==> config.mk <==
export PLATFORM = sky130hd
export DESIGN_NAME = ps2_host_tx
export DESIGN_NICKNAME = d
export VERILOG_FILES = /design/src/rtl/ps2_host_tx.sv
export SDC_FILE = /design/constraint.sdc
export NUM_CORES = 1
export LEC_CHECK = 0
export ABC_AREA = 1
export BUFFER_PORTS_ARGS = -buffer_cell sky130_fd_sc_hd__buf_2
export CAP_MARGIN = 20
export CORE_UTILIZATION = 48
export CTS_BUF_LIST = sky130_fd_sc_hd__clkbuf_4
export DETAILED_ROUTE_END_ITERATION = 12
export PLACE_DENSITY = 0.65
export SLEW_MARGIN = 20
export SYNTH_ARGS = -nofsm -noshare
export SYNTH_HDL_FRONTEND = slang
export SYNTH_SLANG_ARGS = --single-unit
==> constraint.sdc <==
create_clock -name CLOCK -period 1.91 [get_ports CLOCK]
set_input_delay 0.0955 -clock CLOCK [delete_from_list [all_inputs] [get_ports CLOCK]]
set_output_delay 0.0955 -clock CLOCK [all_outputs]
set_load 0.02 [all_outputs]
==> src/rtl/ps2_host_tx.sv <==
// PS/2 host-to-device transmitter: request-to-send, frame shift-out on device clock edges,
// acknowledge check and overall frame timeout, with done/error pulses to user logic.
//
// state   | meaning
// IDLE    | ready for a byte, both lines released
// INHIBIT | SCL held low for the request-to-send window
// RTS     | SCL and SDA both driven low for one cycle (start bit)
// SEND    | data, parity and stop bits driven on SCL falling edges
// ACK     | waiting for the device acknowledge slot
// RELEASE | waiting for the device to release both lines
module ps2_host_tx #(
    parameter int INHIBIT_CYCLES = 5000,
    parameter int TIMEOUT_CYCLES = 50000
) (
    input  logic       CLOCK,
    input  logic       RESET,
    input  logic [7:0] TX_data,
    input  logic       TX_valid,
    output logic       TX_ready,
    output logic       TX_done,
    output logic       TX_error,
    input  logic       SDA,
    input  logic       SCL,
    output logic       SDA_oe,
    output logic       SCL_oe
);

    localparam int IW = (INHIBIT_CYCLES > 1) ? $clog2(INHIBIT_CYCLES) : 1;
    localparam int TW = (TIMEOUT_CYCLES > 1) ? $clog2(TIMEOUT_CYCLES) : 1;
    localparam logic [IW-1:0] INHIBIT_LAST = IW'(INHIBIT_CYCLES - 1);
    localparam logic [TW-1:0] TIMEOUT_LAST = TW'(TIMEOUT_CYCLES - 1);

    typedef enum logic [2:0] {
        IDLE,
        INHIBIT,
        RTS,
        SEND,
        ACK,
        RELEASE
    } state_t;

    state_t        state, state_nx;
    logic [1:0]    sda_s, scl_s;
    logic [9:0]    frame, frame_nx;
    logic [IW-1:0] count, count_nx;
    logic [TW-1:0] timeout, timeout_nx;
    logic [3:0]    bitcnt, bitcnt_nx;
    logic          nack, nack_nx;
    logic          sda_oe_nx, scl_oe_nx;
    logic          ready_nx, done_nx, error_nx;
    logic          scl_fall;

    // older sample in bit 1, newest in bit 0
    assign scl_fall = (scl_s == 2'b10);

    always_ff @(posedge CLOCK) begin
        if (RESET) begin
            state    <= IDLE;
            sda_s    <= 2'b11;
            scl_s    <= 2'b11;
            frame    <= '0;
            count    <= '0;
            timeout  <= '0;
            bitcnt   <= '0;
            nack     <= 1'b0;
            SDA_oe   <= 1'b0;
            SCL_oe   <= 1'b0;
            TX_ready <= 1'b1;
            TX_done  <= 1'b0;
            TX_error <= 1'b0;
        end else begin
            state    <= state_nx;
            sda_s    <= {sda_s[0], SDA};
            scl_s    <= {scl_s[0], SCL};
            frame    <= frame_nx;
            count    <= count_nx;
            timeout  <= timeout_nx;
            bitcnt   <= bitcnt_nx;
            nack     <= nack_nx;
            SDA_oe   <= sda_oe_nx;
            SCL_oe   <= scl_oe_nx;
            TX_ready <= ready_nx;
            TX_done  <= done_nx;
            TX_error <= error_nx;
        end
    end

    always_comb begin
        state_nx   = state;
        frame_nx   = frame;
        count_nx   = count;
        timeout_nx = timeout;
        bitcnt_nx  = bitcnt;
        nack_nx    = nack;
        sda_oe_nx  = SDA_oe;
        scl_oe_nx  = SCL_oe;
        ready_nx   = TX_ready;
        done_nx    = 1'b0;
        error_nx   = 1'b0;

        case (state)
            IDLE: begin
                sda_oe_nx = 1'b0;
                scl_oe_nx = 1'b0;
                if (TX_valid && TX_ready) begin
                    frame_nx  = {1'b1, ~^TX_data, TX_data};
                    ready_nx  = 1'b0;
                    scl_oe_nx = 1'b1;
                    count_nx  = '0;
                    state_nx  = INHIBIT;
                end
            end

            INHIBIT: begin
                scl_oe_nx = 1'b1;
                count_nx  = count + 1'b1;
                if (count == INHIBIT_LAST) begin
                    sda_oe_nx = 1'b1;
                    state_nx  = RTS;
                end
            end

            RTS: begin
                scl_oe_nx  = 1'b0;
                bitcnt_nx  = '0;
                timeout_nx = '0;
                nack_nx    = 1'b0;
                state_nx   = SEND;
            end

            SEND, ACK, RELEASE: begin
                // a stuck device must not hold the transmitter forever; this wins over any edge
                if (timeout == TIMEOUT_LAST) begin
                    sda_oe_nx = 1'b0;
                    scl_oe_nx = 1'b0;
                    error_nx  = 1'b1;
                    ready_nx  = 1'b1;
                    state_nx  = IDLE;
                end else begin
                    timeout_nx = timeout + 1'b1;
                    if (state == SEND) begin
                        if (scl_fall) begin
                            sda_oe_nx = ~frame[0];
                            frame_nx  = {1'b0, frame[9:1]};
                            bitcnt_nx = bitcnt + 1'b1;
                            if (bitcnt == 4'd9) begin
                                state_nx = ACK;
                            end
                        end
                    end else if (state == ACK) begin
                        if (scl_fall) begin
                            nack_nx  = sda_s[1];
                            state_nx = RELEASE;
                        end
                    end else begin
                        if (scl_s[1] && sda_s[1]) begin
                            done_nx  = ~nack;
                            error_nx = nack;
                            ready_nx = 1'b1;
                            state_nx = IDLE;
                        end
                    end
                end
            end

            default: begin
                sda_oe_nx = 1'b0;
                scl_oe_nx = 1'b0;
                ready_nx  = 1'b1;
                state_nx  = IDLE;
            end
        endcase
    end

endmodule

=== Word-level counts from Yosys, hierarchy flattened ===
Index checks and enable logic that the tools add are counted.

* Register bits after elaboration: 56
* Bits of input ports: 13
* Output and inout bits: 5
* Word-level logic and storage cells: 113

* Add/sub/neg operators: 3
* Equality and inequality tests: 26
* Multiplexer cells: 46
* Bitwise gates (word level): 6
* Reductions and logical operators: 19

{| class="wikitable"
|+ Operators by type and width
! cell !! count
|-
| 2-to-1 mux 10 bit || 4
|-
| one-hot mux 16 bit (2 select lines) || 1
|-
| 2-to-1 mux 3 bit || 9
|-
| one-hot mux 13 bit (2 select lines) || 1
|-
| one-hot mux 10 bit (2 select lines) || 1
|-
| 2-to-1 mux 1 bit || 19
|-
| adder 16 x 1 -> 16 bit (second input constant) || 1
|-
| equality test 16 bit (second input constant) || 1
|-
| 2-to-1 mux 16 bit || 1
|-
| != test 2 bit (second input constant) || 8
|-
| != test 3 bit (second input constant) || 5
|-
| AND reduction 5 bit || 3
|-
| adder 13 x 1 -> 13 bit (second input constant) || 1
|-
| equality test 13 bit (second input constant) || 1
|-
| 2-to-1 mux 13 bit || 1
|-
| 2-to-1 mux 4 bit || 3
|-
| != test 4 bit (second input constant) || 3
|-
| one-hot mux 3 bit (4 select lines) || 1
|-
| one-hot mux 1 bit (3 select lines) || 3
|-
| one-hot mux 4 bit (2 select lines) || 1
|-
| AND reduction 4 bit || 2
|-
| XNOR reduction 8 bit || 1
|-
| equality test 3 x 2 -> 1 bit (second input constant) || 2
|-
| equality test 3 bit (second input constant) || 2
|-
| other kinds (15) || 25
|}

=== Depth between registers and ports, before layout ===
Gate-level depths: netlist (run 1).

* Word-level depth: 6
* Depth in mapped cells: 12
* Depth with buffers taken out: 11

=== Worst setup path after synthesis (run 1) ===
Ideal clock, no wire load.

* Path type: register -> register
* Start: register timeout[0]
* End: register state[2]
* Library setup time: 113 ps
* Arrival: 1497 ps
* Data required time: 1797 ps
* Setup slack: 300 ps
* Cell stages (with the launch flop): 12
* Path buffers: 1
* Period minus slack after synthesis: 1610 ps
* Path through: dfxtp_1 > ha_1 > nand3_1 > nor2_1 > nand2_1 > buf_2 > nand3_1 > nand2_1 > nor2_2 > nand2_1 > nand2_1 > nor2_1

* Cells in the longest elaborated chain, start to end: 3
* Elaborated cells between the ends (all ways): 8
* Classes of those cells: eq/ne (5); mux (2); reduce/logical (1)

{| class="wikitable"
|+ Ends and longest elaborated chain
! element !! line !! source
|-
| from (decl) || 46 || <nowiki>logic [TW-1:0] timeout, timeout_nx;</nowiki>
|-
| from (signal assigned) || 77 || <nowiki>timeout <= timeout_nx;</nowiki>
|-
| equality test 16 bit * || 133 || <nowiki>if (timeout == TIMEOUT_LAST) begin</nowiki>
|-
| != test 5 bit (no line) (tied with other cells) || - ||
|-
| AND reduction 6 bit (no line) or one-hot mux 3 bit (4 select lines) (tied branches) || - ||
|-
| to (signal assigned) || 72 || <nowiki>state <= state_nx;</nowiki>
|-
| to (decl) || 42 || <nowiki>state_t state, state_nx;</nowiki>
|}

Every way passes the cells marked *; elsewhere a longest branch is shown, timed or not.
A chain may end at the register's enable or synchronous reset.

=== Final worst setup path (run 1) ===
* Start: register timeout[1]
* End: register timeout[6]

* Cells in the longest elaborated chain, start to end: 3
* Elaborated cells between the ends (all ways): 6
* Classes of those cells: add/sub (1); eq/ne (2); mux (2); reduce/logical (1)

{| class="wikitable"
|+ Ends and longest elaborated chain
! element !! line
|-
| adder 16 x 1 -> 16 bit or equality test 16 bit (tied branches) || 140, 133
|-
| 2-to-1 mux 16 bit or != test 2 bit (tied branches) || -
|-
| one-hot mux 16 bit (2 select lines) or AND reduction 2 bit (tied branches) || -
|}

Parallel ways exist; a longest one is shown, timed or not. The select of a mux whose other input is x is not followed.

==> results of run 1 <==
metrics by stage:
step,cell area [µm²],util (%),worst slack [ns]
after global routing,3391,56.60,0.008207
after CTS,3358,56.06,0.03600
after floorplan,3025,-,0.3004
after global placement,3288,54.89,0.08390
final,3391,56.60,0.1337
after detailed placement,3288,54.89,0.05851
cells in the final DEF (no fill, tap or decap), types with 3 or more instances in the layout:
cell,netlist,final
a211oi_1,3,3
a21oi_1,45,45
buf_12,0,3
buf_2,4,17
buf_4,3,17
clkbuf_4,0,6
dfxtp_1,56,56
ha_1,4,4
inv_1,43,43
inv_2,3,3
nand2_1,135,133
nand2_2,1,3
nand3_1,41,41
nand3b_1,5,5
nand4_1,9,9
nor2_1,45,44
nor3_1,10,10
o21ai_0,22,22
or2_2,6,6
xnor2_1,5,5
xor2_1,3,3
power groups by stage:
stage	clock network, mW	logic, mW	registers [mW]
final	0.511	1.85	1.45
after CTS	0.525	1.76	1.45
after floorplan	0	1.21	1.50
after global routing	0.564	2.08	1.47
after detailed placement	0	1.75	1.48
after global placement	0	1.75	1.47
logic make-up (layout without fill, tap and decap cells):
group	count (synthesis)	in the layout	synth area share [%]
xor+xnor	8	8	2.316
flops	56	56	37.06
buf+inv	60	92	8.478
simple gates	257	257	37.06
fa+ha+maj	4	4	1.654
compound gates	75	75	13.44
per-layer routing:
metal | track usage [%] | vias up | wire length [µm]
met1 | 29.69 | 1297 | 3429
met5 | 0 | - | 0
met4 | 5.536 | 0 | 93
met3 | 4.157 | 11 | 230
li1 | - | 1553 | -
met2 | 36.25 | 44 | 3085
how the worst max path moves through the flow:
stage	start	endpoint	slack, ns	depth (start not counted)
after global routing	timeout[1]$_SDFFE_PP0N_	timeout[6]$_SDFFE_PP0N_	0.008	10
after global placement	timeout[1]$_SDFFE_PP0N_	timeout[4]$_SDFFE_PP0N_	0.08	11
after CTS	timeout[1]$_SDFFE_PP0N_	timeout[4]$_SDFFE_PP0N_	0.04	11
after detailed placement	timeout[1]$_SDFFE_PP0N_	timeout[4]$_SDFFE_PP0N_	0.06	11
final	timeout[1]$_SDFFE_PP0N_	timeout[6]$_SDFFE_PP0N_	0.13	10
after floorplan	timeout[0]$_SDFFE_PP0N_	state[2]$_SDFFE_PP0P_	0.30	11
critical path: stages, from the launching register on:
cell	delay, ns
dfxtp_1	0.38
ha_1	0.19
nand3_1	0.12
nor2_2	0.14
nand2_2	0.09
buf_4	0.19
a21oi_4	0.24
buf_12	0.16
o21ai_0	0.07
nand2_1	0.06
nor2_1	0.03
flip-flops by register name (all words and copies together) (netlist names):
signal,cells
timeout,16
count,13
frame,10
bitcnt,4
state,3
scl_s,2
sda_s,2
SCL_oe,1
SDA_oe,1
TX_done,1
TX_error,1
TX_ready,1
nack,1
area by class of cell:
class	instances	area, µm²	area share, %
multi-input cells	344	1660	48.97
flip-flops and latches	56	1121	33.06
repair buffers	39	292.8	8.635
inverters	46	172.7	5.092
well taps	75	93.84	2.768
clock buffers	6	45.04	1.328
clock inverters	1	5.005	0.1476
repair_timing:
action	CTS	global route
resized for setup	0	4
hold buffers	2	0
setup endpoints to repair	0	23
setup buffers	0	1
endpoints found under the hold margin	2	0
==> impl_metrics.toml, run 1 <==
[global_routing]
grt_pass1_vias = 2618
grt_start_max_net_pins = 23
grt_usage_pct = 22.14
grt-ovfl-total = 0
grt_pass1_wl_um = 11500
antenna_found_initial = 0

[floorplanning]
die_x_um = 81.39
die_h_um = 81.39
io_pins = 18
die_area_um2 = 6624
row_count = 28
core_area_um2 = 5991
start_util_pct = 50.50

[pwr]
power_switching_mw = 1.615
leakagePower_nw = 1.406
internal-power_mw = 2.197
p_comb_share_pct = 48.5
p_per_area_nw_per_um2 = 1124
seqPwrFrac_pct = 38.1
vdd_drop_max_mv = 0.6033
power_mw = 3.812
pwr-share-clk_pct = 13.4
swShare_pct = 42.37

[worst_setup_path]
rr_worst_depth = 10
end_kind = "register"
critPathArrivalTime_ns = 2.05
r2r_end = "timeout[6]$_SDFFE_PP0N_"
ff2ff_setup_slack_ns = 0.13
startpoint_type = "register"
critPathMaxFanout = 10
worstSetupPathType = "register to register"
timing.rr.start = "timeout[1]$_SDFFE_PP0N_"
worstPathRequired_ns = 2.18

[detailed_routing]
drtIter0Drc = 133
viasPerCell = 5.123
num_vias = 2905
wirelength_um = 6838
drc_errors = 0
drt_first_pass_iters = 5
wl_per_cell_um = 12.06
ant_nets = 0

[synthesis]
yosys.area.top_type = "dfxtp_1"
async_reset_ff_share_pct = 0
synth_area_leaders = "dfxtp_1, nand2_1, a21oi_1"
synth-main-ff-cell = "dfxtp_1"
synth_fp_nets = 477
syn_area_per_cell_um2 = 6.577
syn-cell-area_um2 = 3025
synthTopCellsByCount = "nand2_1, dfxtp_1, a21oi_1, nor2_1, inv_1"
yosysUniqueCellTypes = 30
synth-seq-area-share_pct = 37.06
ys_seq_elements = 56
netlist_instances = 460
synth_edf_count = 0
synth_top_area_share_pct = 37.06
yosysWarnings = 0
synth.most_common_cell = "nand2_1"

[clock_tree]
cts_tree = "done"
clk_pin_slew_ns = 0.16
h-tree-depth = 2
insertion_delay_ns = 0.38
cts_buffer_depth = 2
cts-root-buf = "clkbuf_4"
cts_buffers = 5
cts.sinks = 56

[min_path]
hold_start = "RESET"
min_path_type = "primary input to register"
worstHoldPathCells = 2
min_to = "count[1]$_SDFFE_PP0P_"

[timing]
clock.fmax_mhz = 563.0
hold_violations = 0
fin_hold_ws_ns = 0.04715
worst_pin_slew_ns = 0.3187
rsz0062_at_grt = "false"
finalSetupViolCount = 0
slew_headroom_pct = 78.68
drv_slew = 0
fin_skew_ns = 0.01538
final.period_utilization_pct = 93.00
min_period_ns = 1.776
fin_tns_setup_ns = 0

[cells_and_area]
layout-drive-gt1-share_pct = 12.80
syn2layout_area_growth_pct = 12.08
fillers = 596
fin_nets = 509
stdcell_count = 567
n_antenna_cell = 0

[placement]
gp_congestion = 0.8801
port_buffers = 17
hpwl_um = 4996
place_inst = 557

[run_status]
status = "completed"

[flow_run]
maxCapViolations = 0
(Power assumes the default switching activity.)
==> inputs of run 2 (changes only) <==
--- a/config.mk
+++ b/config.mk
@@ -11,7 +11,7 @@
 export CORE_UTILIZATION = 48
 export CTS_BUF_LIST = sky130_fd_sc_hd__clkbuf_4
 export DETAILED_ROUTE_END_ITERATION = 12
-export PLACE_DENSITY = 0.65
+export PLACE_DENSITY = 0.68
 export SLEW_MARGIN = 20
 export SYNTH_ARGS = -nofsm -noshare
 export SYNTH_HDL_FRONTEND = slang
==> constraint.sdc (replaced) <==
create_clock -name CLOCK -period 1.61 [get_ports CLOCK]
set_input_delay 0.0805 -clock CLOCK [delete_from_list [all_inputs] [get_ports CLOCK]]
set_output_delay 0.0805 -clock CLOCK [all_outputs]
set_load 0.02 [all_outputs]
==> run 2 against run 1 <==
Wire length rose by 8.7%; worst hold slack improved by 0.041 ns; worst setup slack lost 0.090 ns; clock skew is 0.0028 ns lower; sequential share of layout area down 3.9 points; final area rose by 15%; die area unchanged; critical path depth fell by 2; flip-flop and latch count is the same; core utilization increased by 8.4 points; combinational power up 35%; power up 28%; critical endpoint is now timeout[10]$_SDFFE_PP0N_.
==> impl_metrics.toml, run 2 (synthesis results as in run 1) <==
[pwr]
p_per_area_nw_per_um2 = 1251
leakagePower_nw = 1.643
vdd_drop_max_mv = 0.7866

[cells_and_area]
fin_area_um2 = 3891
most-common-layout-cells = "nand2_1, buf_4, dfxtp_1, inv_1"
regArea_um2 = 1136
largestRegisters = "timeout (16), count (13), frame (10)"
fillers = 554
multi_input_area_um2 = 1851
syn2layout_area_growth_pct = 28.62
n_antenna_cell = 0
regMostFlops = "timeout"
layout-drive-gt1-share_pct = 29.46
largest_register_ffs = 16
fin_nets = 549
final_common_cell = "nand2_1"

[timing]
min_period_ns = 1.566
clock.fmax_mhz = 638.4
fin_hold_ws_ns = 0.08850
fin_ws_ns = 0.04351
fin_skew_ns = 0.01254
final.period_utilization_pct = 97.30
slew_headroom_pct = 66.28
worst_pin_slew_ns = 0.5053
hold_violations = 0
drv_slew = 0
finalSetupViolCount = 0
rsz0062_at_grt = "true"

[floorplanning]
io_pins = 18
core_area_um2 = 5991
start_util_pct = 50.50
row_count = 28
die_h_um = 81.39
die_x_um = 81.39
die_area_um2 = 6624

[min_path]
worstHoldPathCells = 5
hold_start = "TX_data[4]"
min_path_type = "primary input to register"
min_to = "frame[4]$_SDFFE_PP0P_"

[clock_tree]
insertion_delay_ns = 0.37
cts-root-buf = "clkbuf_4"
clk_pin_slew_ns = 0.16
h-tree-depth = 2
cts_tree = "done"
cts_buffers = 5
cts.sinks = 56
cts_buffer_depth = 2

[global_routing]
grt_pass1_vias = 2824
grt_start_max_net_pins = 19
grt_usage_pct = 22.92
grt_pass1_wl_um = 11850
antenna_found_initial = 0
grt-ovfl-total = 0

[detailed_routing]
drtIter0Drc = 140
ant_nets = 0
viasPerCell = 5.201
drc_errors = 0
wirelength_um = 7430
wl_per_cell_um = 12.22
drt_first_pass_iters = 4
num_vias = 3162

[worst_setup_path]
timing.rr.start = "timeout[7]$_SDFFE_PP0N_"
path_cells = "buf_4 -> inv_1 -> nor3_2 -> nand2_1 -> buf_4 -> o21ai_1 -> nand3b_1 -> a21oi_2"
rr_worst_depth = 8
worstPathRequired_ns = 1.93
worstSetupPathType = "register to register"
r2r_end = "timeout[10]$_SDFFE_PP0N_"
cp.buffers_inverters = 3
critical_path.slowest_cell = "dfxtp_1"
path_common_cell = "buf_4"
cpPeakStageDelay_ns = 0.37
startpoint_type = "register"
critPathArrivalTime_ns = 1.89
critPathMaxFanout = 4
end_kind = "register"
critical-path-top-delay-family = "simple AND/OR/NAND/NOR gates"
ff2ff_setup_slack_ns = 0.04

[placement]
gp_congestion = 0.9046
place_ws_ns = -0.07797
dpl_cell_area_um2 = 3518
port_buffers = 17
hpwl_um = 5258

[run_status]
status = "completed"

[flow_run]
maxCapViolations = 0
-- run 2: cell types whose count changed in the layout (fill, tap and decap cells not counted), moves of 9 or more --
cell	change
buf_4	+36
dfxtp_1	-12
nor2_1	-9
nand2_1	-10
dfxtp_2	+12
-- run 2: area by class of cell --
class                      count  area share [%]
sequential                    56           29.20
inverter                      46           4.437
clock inverter                 1         0.09646
multi-input combinational    344           47.56
clock buffer                   7           1.350
tap                           75           2.412
timing repair buffer          79           14.95
-- run 2: worst max path at each step --
stage / endpoint / start / cells past startpoint / slack (ns)
3_3_place_gp: timeout[11]$_SDFFE_PP0N_ / timeout[0]$_SDFFE_PP0N_ / 10 / -0.04
6_report: timeout[10]$_SDFFE_PP0N_ / timeout[7]$_SDFFE_PP0N_ / 8 / 0.04
5_1_grt: timeout[10]$_SDFFE_PP0N_ / timeout[7]$_SDFFE_PP0N_ / 8 / -0.07
2_1_floorplan: state[2]$_SDFFE_PP0P_ / timeout[0]$_SDFFE_PP0N_ / 11 / 0.0003
3_5_place_dp: timeout[11]$_SDFFE_PP0N_ / timeout[1]$_SDFFE_PP0N_ / 10 / -0.08
4_1_cts: timeout[8]$_SDFFE_PP0N_ / timeout[0]$_SDFFE_PP0N_ / 10 / -0.01
-- run 2: power breakdown --
group / switching, mW / internal, mW / total [mW]
clock: 0.422 / 0.203 / 0.626
sequential: 0.141 / 1.60 / 1.74
combinational: 1.46 / 1.04 / 2.50
total: 2.02 / 2.84 / 4.87
-- run 2: repair_timing --
action                     4_1_cts  5_1_grt
pin swaps                        4       27
resized for setup               11       70
hold endpoints to repair         2        0
setup endpoints to repair       22       47
hold buffers                     2        0
buffers inserted                 1        6
-- run 2: per-stage QoR --
stage,instances,TNS (ns),power (mW),utilization (%)
finish,608,0,4.869,64.95
global route,608,-0.4874,5.239,64.95
CTS,602,-0.01285,4.651,60.65
detailed placement,591,-0.5741,3.942,58.73
floorplan,460,0,3.217,-
global placement,591,-0.1545,3.928,58.73
-- run 2: metal layers --
layer,up-vias,track usage [%],share of wire [%]
met5,-,0,0
met4,0,9.107,2.2
met3,19,3.933,2.8
met2,53,39.08,49
met1,1453,28.37,46
li1,1637,-,-
-- run 2: worst register-to-register path, stage by stage (launching register included) --
cell	delay (ns)
dfxtp_1	0.37
buf_4	0.13
inv_1	0.07
nor3_2	0.21
nand2_1	0.14
buf_4	0.17
o21ai_1	0.15
nand3b_1	0.12
a21oi_2	0.15
==> inputs of run 3 (changes only) <==
--- a/config.mk
+++ b/config.mk
@@ -5,9 +5,8 @@
 export SDC_FILE = /design/constraint.sdc
 export NUM_CORES = 1
 export LEC_CHECK = 0
-export ABC_AREA = 1
 export BUFFER_PORTS_ARGS = -buffer_cell sky130_fd_sc_hd__buf_2
-export CAP_MARGIN = 20
+export CAP_MARGIN = 0
 export CORE_UTILIZATION = 48
 export CTS_BUF_LIST = sky130_fd_sc_hd__clkbuf_4
 export DETAILED_ROUTE_END_ITERATION = 12
==> run 3 against run 2 <==
The flow now finishes with violations (setup timing); wire length grew 13%; final cell count decreased by 13%; non-clock buffer count up 40; synthesized area shrank 5.8%; power shrank 8.7%; worst setup slack worse by 0.43 ns; sequential power is essentially flat; combinational power shrank 17%; final area grew 8.3%; synthesized cell count is 26% lower; clock power up 3%; critical path depth down 2; critical path type unchanged; critical endpoint is now timeout[3]$_SDFFE_PP0N_.
==> impl_metrics.toml, run 3 <==
[run_status]
status = "complete, but fails checks"
failed_checks = "setup timing"

[synthesis]
synth_xor_area_share_pct = 4.609
syn_area_per_cell_um2 = 8.383
synth-seq-area-share_pct = 39.33
ys_seq_elements = 56
synth-adder-area-share_pct = 1.756
synth-simple-area-share_pct = 29.32
synthMuxAreaShare_pct = 0.7463
synth_area_leaders = "dfxtp_1, nand2_1, a21oi_1"
yosysWarnings = 0
synth-main-ff-cell = "dfxtp_1"
synthTopCellsByCount = "dfxtp_1, nand2_1, nor2_1"
syn-cell-area_um2 = 2850
synth_compound_area_share_pct = 21.55
synth_top_family_by_area = "simple AND/OR/NAND/NOR gates"
async_reset_ff_share_pct = 0
synth_edf_count = 0
synth_fp_nets = 357
synth_top_area_share_pct = 39.33
synth.most_common_cell = "dfxtp_1"
yosys.area.top_type = "dfxtp_1"
netlist_instances = 340
yosysUniqueCellTypes = 58

[pwr]
leakagePower_nw = 1.686
vdd_drop_max_mv = 0.8354
power_mw = 4.446
p_per_area_nw_per_um2 = 1055

[worst_setup_path]
critPathMaxFanout = 13
timing.rr.start = "timeout[7]$_SDFFE_PP0N_"
startpoint_type = "register"
ff2ff_setup_slack_ns = -0.38
rr_worst_depth = 6
r2r_end = "timeout[3]$_SDFFE_PP0N_"
worstSetupPathType = "register to register"
end_kind = "register"
worstPathRequired_ns = 1.90
critPathArrivalTime_ns = 2.28

[floorplanning]
die_h_um = 79.06
row_count = 27
die_x_um = 79.06
core_area_um2 = 5608
start_util_pct = 50.83
die_area_um2 = 6250
io_pins = 18

[timing]
worst_pin_slew_ns = 0.3773
min_period_ns = 1.993
hold_violations = 0
final.period_utilization_pct = 123.8
clock.fmax_mhz = 501.6
fin_tns_setup_ns = -9.905
drv_slew = 0
fin_skew_ns = 0.02128
fin_hold_ws_ns = 0.03541
finalSetupViolCount = 42
slew_headroom_pct = 74.62
rsz0062_at_grt = "true"
fin_ws_ns = -0.3834

[clock_tree]
cts_buffer_depth = 2
h-tree-depth = 2
cts-root-buf = "clkbuf_4"
cts_tree = "done"
cts.sinks = 56
cts_buffers = 5
insertion_delay_ns = 0.39
clk_pin_slew_ns = 0.18

[placement]
hpwl_um = 5403
dpl_cell_area_um2 = 3662
place_inst = 498
port_buffers = 17
gp_congestion = 0.8618

[cells_and_area]
regMostFlops = "timeout"
largest_register_ffs = 16
n_antenna_cell = 0
fin_nets = 472
syn2layout_area_growth_pct = 47.89
most-common-layout-cells = "buf_4, dfxtp_1, nand2_1, nor2_1, a21oi_1"
largestRegisters = "timeout (16), count (13), frame (10)"
stdcell_count = 528
fillers = 398
layout-drive-gt1-share_pct = 42.32
final_common_cell = "buf_4"
fin_area_um2 = 4215

[min_path]
worstHoldPathCells = 3
min_to = "count[12]$_SDFFE_PP0P_"
hold_start = "RESET"
min_path_type = "primary input to register"

[detailed_routing]
ant_nets = 0
drc_errors = 0
drtIter0Drc = 170
wl_per_cell_um = 15.90
viasPerCell = 5.794
num_vias = 3059
wirelength_um = 8396
drt_first_pass_iters = 7

[global_routing]
grt_usage_pct = 26.06
grt_pass1_wl_um = 12910
grt_start_max_net_pins = 26
grt_pass1_vias = 2808
antenna_found_initial = 0
grt-ovfl-total = 0

[flow_run]
maxCapViolations = 0
==> run 3: changes by cell type in the layout (fill, tap and decap cells not counted), moves of 6 or more <==
| cell | previous run | this run |
|---|---|---|
| a21oi_1 | 37 | 25 |
| buf_4 | 53 | 73 |
| buf_6 | 7 | 18 |
| dlygate4sd3_1 | 2 | 10 |
| inv_1 | 40 | 2 |
| inv_2 | 6 | 0 |
| nand2_1 | 123 | 40 |
| nand2_2 | 11 | 4 |
| nand3_1 | 37 | 10 |
| o21ai_0 | 15 | 5 |
| xnor2_1 | 5 | 11 |
==> run 3: repair_timing <==
item | in CTS | in global routing
hold endpoints to repair | 10 | 0
resized for setup | 25 | 53
buffers inserted | 7 | 2
setup endpoints to repair | 46 | 47
gates cloned | 2 | 1
hold buffers | 10 | 0
pin swaps | 13 | 15
==> run 3: where the power goes <==
part           leakage (nW)  internal (mW)  switching [mW]
Sequential            0.462           1.58           0.150
Combinational          1.19          0.972            1.10
Clock                0.0316          0.174           0.472
==> run 3: how the worst max path moves through the flow <==
stage                             from                  endpoint  slack [ns]
3_5_place_dp   timeout[7]$_SDFFE_PP0N_  timeout[13]$_SDFFE_PP0N_       -0.36
4_1_cts        timeout[7]$_SDFFE_PP0N_   timeout[3]$_SDFFE_PP0N_       -0.38
2_1_floorplan  timeout[7]$_SDFFE_PP0N_   timeout[3]$_SDFFE_PP0N_       -0.46
3_3_place_gp   timeout[7]$_SDFFE_PP0N_   timeout[3]$_SDFFE_PP0N_       -0.33
5_1_grt        timeout[7]$_SDFFE_PP0N_     state[2]$_SDFFE_PP0P_       -0.43
6_report       timeout[7]$_SDFFE_PP0N_   timeout[3]$_SDFFE_PP0N_       -0.38
==> run 3: critical path, stage by stage (launching register included) <==
cell     delay [ns]
dfxtp_2        0.35
or4b_4         0.53
or4_4          0.49
a21oi_4        0.19
buf_12         0.14
xor2_1         0.15
nor2_1         0.05
==> run 3: cells by family (layout without fill, tap and decap cells) <==
logic type | Yosys count | after routing
DFF | 56 | 56
xor gates and xnor gates | 15 | 15
buffers and inverters | 16 | 129
and+or+nand+nor | 158 | 158
AOI/OAI and AO/OA | 89 | 92
adders and majority gates | 4 | 4
muxes | 2 | 2
==> run 3: stage by stage <==
stage	setup WS [ns]	util [%]
finish	-0.3834	75.17
global route	-0.4322	75.17
CTS	-0.3806	71.15
detailed placement	-0.3584	65.31
global placement	-0.3338	65.31
floorplan	-0.4558	-
==> run 3: cell type report <==
cell class	count	area [µm²]	area share [%]
clock buffers	5	37.54	0.8905
clock inverters	3	21.27	0.5046
flip-flops and latches	56	1141	27.07
multi-input cells	271	1962	46.54
well taps	72	90.09	2.137
inverters	2	7.507	0.1781
repair buffers	119	955.9	22.68
==> run 3: routing by layer <==
metal / wire [µm] / GRT usage [%] / vias up / share of wire (%)
li1: - / - / 1496 / -
met1: 3872 / 34.62 / 1450 / 46
met2: 3969 / 43.79 / 98 / 47
met3: 424 / 4.023 / 15 / 5.1
met4: 129 / 6.909 / 0 / 1.5
met5: 0 / 0 / - / 0
